File: config.mk
export PLATFORM = sky130hd
export DESIGN_NAME = pipe_hazard_ctrl
export DESIGN_NICKNAME = d
export VERILOG_FILES = /design/src/rtl/pipe_hazard_ctrl.sv
export SDC_FILE = /design/constraint.sdc
export NUM_CORES = 1
export LEC_CHECK = 0
export ABC_AREA = 1
export BUFFER_PORTS_ARGS = -buffer_cell sky130_fd_sc_hd__buf_2
export CAP_MARGIN = 25
export CORE_MARGIN = 5
export CORE_UTILIZATION = 34
export DETAILED_ROUTE_END_ITERATION = 6
export PLACE_DENSITY = 0.79
export RECOVER_POWER = 25
export SLEW_MARGIN = 20
export SYNTH_ARGS = -nofsm -noshare
export SYNTH_HDL_FRONTEND = slang
export SYNTH_SLANG_ARGS = --single-unit
File: constraint.sdc
create_clock -name clk -period 1.6 [get_ports clk]
set_clock_uncertainty 0.2 [all_clocks]
set_input_delay 0.32 -clock clk [delete_from_list [all_inputs] [get_ports clk]]
set_output_delay 0.32 -clock clk [all_outputs]
set_load 0.05 [all_outputs]
File: src/rtl/pipe_hazard_ctrl.sv
// Pipeline hazard sequencer: arbitrates branch redirect, load-use and fetch wait into PC/IF-ID/ID-EX controls.
// Optional performance counters are enabled by defining PIPE_CTRL_PERF_EN.
module pipe_hazard_ctrl #(
   parameter int REG_ADDR_W = 5,
   parameter int CNT_W      = 32
) (
   input  logic                  clk,
   input  logic                  reset,
   input  logic [REG_ADDR_W-1:0] id_rs1,
   input  logic [REG_ADDR_W-1:0] id_rs2,
   input  logic                  id_uses_rs1,
   input  logic                  id_uses_rs2,
   input  logic                  ex_mem_read,
   input  logic [REG_ADDR_W-1:0] ex_rd,
   input  logic                  ex_branch_taken,
   output logic                  imem_req,
   input  logic                  imem_ready,
   output logic                  pc_write,
   output logic                  if_id_stall,
   output logic                  if_id_flush,
   output logic                  id_ex_flush,
   output logic [CNT_W-1:0]      perf_stall_cycles,
   output logic [CNT_W-1:0]      perf_flush_events
);

   typedef enum logic [1:0] {
      RUN   = 2'd0,
      IWAIT = 2'd1,
      IKILL = 2'd2
   } state_t;

   state_t state;
   state_t state_next;
   logic   load_use;

   assign load_use = ex_mem_read && (ex_rd != '0) &&
                     ((id_uses_rs1 && (id_rs1 == ex_rd)) ||
                      (id_uses_rs2 && (id_rs2 == ex_rd)));

   always_ff @(posedge clk or posedge reset) begin
      if (reset) begin
         state <= RUN;
      end else begin
         state <= state_next;
      end
   end

   // RUN and IWAIT share one decision tree: a waiting fetch looks like a fresh !imem_ready in RUN.
   always_comb begin
      state_next  = state;
      imem_req    = 1'b1;
      pc_write    = 1'b0;
      if_id_stall = 1'b0;
      if_id_flush = 1'b0;
      id_ex_flush = 1'b0;
      if (reset) begin
         imem_req    = 1'b0;
         if_id_flush = 1'b1;
         id_ex_flush = 1'b1;
         state_next  = RUN;
      end else begin
         case (state)
            RUN, IWAIT: begin
               if (ex_branch_taken) begin
                  pc_write    = 1'b1;
                  if_id_flush = 1'b1;
                  id_ex_flush = 1'b1;
                  state_next  = imem_ready ? RUN : IKILL;
               end else if (!imem_ready) begin
                  if_id_stall = 1'b1;
                  id_ex_flush = 1'b1;
                  state_next  = IWAIT;
               end else if (load_use) begin
                  if_id_stall = 1'b1;
                  id_ex_flush = 1'b1;
                  state_next  = RUN;
               end else begin
                  pc_write    = 1'b1;
                  state_next  = RUN;
               end
            end
            IKILL: begin
               // The fetch in flight is wrong-path; its data is dropped by the flush when it arrives.
               if_id_flush = 1'b1;
               id_ex_flush = 1'b1;
               if (imem_ready) begin
                  state_next = RUN;
               end
            end
            default: begin
               state_next = RUN;
            end
         endcase
      end
   end

`ifdef PIPE_CTRL_PERF_EN
   logic branch_act;

   assign branch_act = !reset && ex_branch_taken && (state != IKILL);

   always_ff @(posedge clk or posedge reset) begin
      if (reset) begin
         perf_stall_cycles <= '0;
         perf_flush_events <= '0;
      end else begin
         if (!pc_write) begin
            perf_stall_cycles <= perf_stall_cycles + CNT_W'(1);
         end
         if (branch_act) begin
            perf_flush_events <= perf_flush_events + CNT_W'(1);
         end
      end
   end
`else
   assign perf_stall_cycles = '0;
   assign perf_flush_events = '0;
`endif

endmodule

# Word-level counts from Yosys, hierarchy flattened
# Cells that the tools add are included.
# totals
ff_bits	2
inputBits	22
out_inout_bits	69
word_cells	37
# classes
n_eq_ne	5
n_mux	23
reduce_logical	8
# op_table
op	n
$mux W1	16
$eq A5 B5 Y1	2
$mux W2	4
$reduce_bool A5 Y1	1
$logic_and A1 B1 Y1	4
$pmux W1 S2	2
$pmux W2 S2	1
$ne A3 B3 Y1 const B	1
$eq A2 B1 Y1 const B	1
$eq A2 B2 Y1 const B	1
$logic_not A2 Y1	1
$reduce_or A2 Y1	1
$logic_or A1 B1 Y1	1

# Depth between registers and ports, before layout
# logic_depth
word_depth	9
ltp_mapped	10
depth_no_buf	10

# Least setup slack after synthesis
# OpenSTA, ideal clock, no wires.
# synth_path
path_kind	input to output
startpoint	input reset
endpoint	output pc_write
t_arrival_ns	1.632
t_required_ns	1.080
setup_slack_ns	-0.552
path_stages	3
n_path_buf	0
cell_sequence	inv_1 > nand2_1 > a21oi_1
# synth_via
elab_chain_cells	1
# synth_rtl
item	line	source
start, declared	8	input logic reset,
$mux W1	56	if (reset) begin
end, declared	18	output logic pc_write,
# No other way between the ends.

# Worst setup path in the final report
# layout_path
startpoint	input ex_rd[1]
endpoint	output if_id_stall
# layout_via
elab_chain_cells	9
word_cells_on_any_way	13
classes_between	eq/ne (2); mux (5); reduce/logical (6)
# layout_rtl
item	line	source
start, declared	14	input logic [REG_ADDR_W-1:0] ex_rd,
$eq A5 B5 Y1 (on tied branches)	37, 38	
$logic_and A1 B1 Y1 (on tied branches)	37, 38	
$logic_or A1 B1 Y1	37	((id_uses_rs1 && (id_rs1 == ex_rd)) ||
$logic_and A1 B1 Y1 *	36	assign load_use = ex_mem_read && (ex_rd != '0) &&
$mux W1 *	73	end else if (load_use) begin
$mux W1 *	69	end else if (!imem_ready) begin
$mux W1 *	64	if (ex_branch_taken) begin
$mux W1 *	62	case (state)
$mux W1 *	56	
end, declared	19	output logic if_id_stall,
# Every way passes the cells marked *; elsewhere a longest branch is shown, timed or not.

==> flow_metrics.tcl <==
set metrics [dict create \
    clk_path_buf_depth 2 \
    min_path_type "in -> reg" \
    finalPower_mw 0.687 \
    ctsRootBufferMaster "clkbuf_4" \
    fin_crit_sh_pct 112 \
    start_kind "input port" \
    drv_cap 0 \
    setup_violations 4 \
    worst_slack_ns -0.190 \
    slowest_delay_ns 0.16 \
    grt_overflow_total 0 \
    yosys.area_share.simple_pct 25.2 \
    antenna_found_initial 0 \
    cp_data_required_time_ns 1.08 \
    cts_tree "yes" \
    power_density_nw_per_um2 679 \
    ys_seq_area_share_pct 6.07 \
    p_int_mw 0.225 \
    violations "setup timing" \
    core_region_area_um2 2250 \
    synth_mux_area_share_pct 0 \
    insertion_delay_ns 0.22 \
    cp_cell_sequence "buf_8 -> inv_6 -> nand2_2 -> nand2_1 -> nor2_1 -> nand3_1 -> nand2_1 -> nand2_1 -> nand2_2 -> nand2_2 -> nor2_4 -> buf_6" \
    critical_path_class "in -> out" \
    nNetsFinal 196 \
    ys_ff_latch 2 \
    gp_congestion 0.735 \
    pwr-share-comb_pct 75.8 \
    place_hpwl_um 1420 \
    syn_avg_cell_area_um2 5.93 \
    cts_sinks 2 \
    grt_max_degree 5 \
    swShare_pct 67.2 \
    slew_violations 0 \
    yosys.area_share.adder_pct 0 \
    routed-via-count 697 \
    grt_pass1_vias 582 \
    grt_use_total_pct 8.18 \
    grt_pass1_wl_um 2200 \
    ioPinCount 91 \
    cts.reportedPaths.clkPinSlew_ns 0.03 \
    dp.cells 195 \
    synth_compound_area_share_pct 1.82 \
    synth_cells 139 \
    syn_to_final_growth_pct 22.6 \
    fmax_ghz 0.559 \
    hold_violations 0 \
    finalInstanceArea_um2 1010 \
    largest_reg_flops 2 \
    routed_wl_um 1670 \
    die_w_um 59.2 \
    die_h_um 59.2 \
    synth_xor_area_share_pct 0 \
    synth_cell_types 15 \
    fin_cells 200 \
    n_antenna_cell 0 \
    p_seq_share_pct 8.1 \
    power_frac_clock_pct 16.0 \
    die_area_um2 3510 \
    regMostFlops "state" \
    numCtsBuffers 3 \
    place_area_um2 831 \
    ir_drop_uv 334 \
    critPathMaxFanout 3 \
    min_period_ns 1.79 \
    yosysWarnings 0 \
    status "finished, violations left" \
    port_buffers 26 \
    synth_top_family_by_area "buffers and inverters" \
    layout_commonest_cell "conb_1" \
    p_leak_nw 0.637 \
    first_pass_iters 2 \
    worstSetupEndpointType "output pin" \
    initial_utilization_pct 36.6 \
    crit_path_top_delay_cell "buf_6" \
    worstPathArrival_ns 1.27 \
    rsz0062_at_grt "true" \
    final_cell_mix "conb_1, nand2_1, buf_2" \
    wl_per_cell_um 8.37 \
    vias_per_cell 3.49 \
    switchingPower_mw 0.461 \
    fp-row-count 17 \
    cts_max_level 1 \
    drcViolationCount 0 \
    ant_nets 0 \
    syn_area_um2 825 \
    drt_iter0_drc 4 \
    top_regs "state: 2 flops" \
    drive_gt1_share_pct 34.9 \
]
final cells by class:
type	count	area, um^2
Fill cell	251	1240
Multi-Input combinational cell	118	542
Timing Repair Buffer	31	264
Inverter	18	96.3
Sequential cell	2	51.3
Tap cell	28	35.0
Clock buffer	3	22.5
per-layer routing:
metal  vias up  track usage (%)  share of wire [%]
met1       298             7.71                 27
met3         2             2.83                 16
met2        46             15.0                 56
met5         -                0                  0
li1        351                -                  -
met4         0             4.85               0.90
cell usage after synthesis:
cell / count / area [um^2]
nand2_2: 2 / 12.5
dfrtp_1: 2 / 50.1
conb_1: 1 / 3.75
buf_4: 64 / 480
inv_2: 1 / 3.75
a21oi_1: 1 / 5.00
nor2_1: 8 / 30.0
nor3_1: 1 / 5.00
nand3_1: 2 / 10.0
nand4_1: 1 / 6.26
nor4_1: 1 / 6.26
nand2_1: 35 / 131
nor2_2: 1 / 6.26
inv_1: 17 / 63.8
o21ai_0: 2 / 10.0
logic make-up after synthesis:
kind of cell / count (synthesis)
buffers and inverters: 82
other: 1
AO/OA/AOI/OAI: 3
AND/OR/NAND/NOR: 51
flip-flops: 2
worst paths after layout:
path	startpoint	to	slack, ns	depth (start not counted)
max	ex_rd[1]	if_id_stall	-0.19	12
min	imem_ready	state[1]	0.1	2
max reg2reg	state[1]	state[1]	0.44	3
min reg2reg	state[1]	state[0]	0.32	1
max in group asynchronous	reset	state[1]	0.56	4
min in group asynchronous	reset	state[1]	0.50	4
repair_timing:
action | in CTS | in global routing
hold buffers | 1 | 0
setup endpoints to repair | 4 | 4
buffers inserted | 1 | 0
pin swaps | 7 | 7
gates resized for setup | 24 | 18
endpoints found under the hold margin | 2 | 0
through the flow:
stage | setup WS [ns] | util (%) | TNS [ns] | hold slack [ns]
after floorplan | -0.0292 | - | -0.0516 | -0.0196
after global placement | -0.327 | 36.8 | -0.905 | 0.186
after detailed placement | -0.332 | 36.8 | -0.925 | 0.186
after CTS | -0.176 | 42.7 | -0.499 | 0.0924
after global routing | -0.286 | 44.8 | -0.792 | 0.104
final | -0.190 | 44.8 | -0.528 | 0.0996
power groups by stage:
stage	combinational (mW)	clock (mW)	sequential, mW
after floorplan	0.539	0	0.0550
after global placement	0.469	0	0.0552
after detailed placement	0.471	0	0.0553
after CTS	0.501	0.119	0.0555
after global routing	0.547	0.118	0.0564
final	0.521	0.110	0.0559
critical path, delay by kind of cell:
family        cells  cell delay [ns]
buf+inv           3             0.28
simple gates      9             0.65
Power figures use the tool's default switching activity.
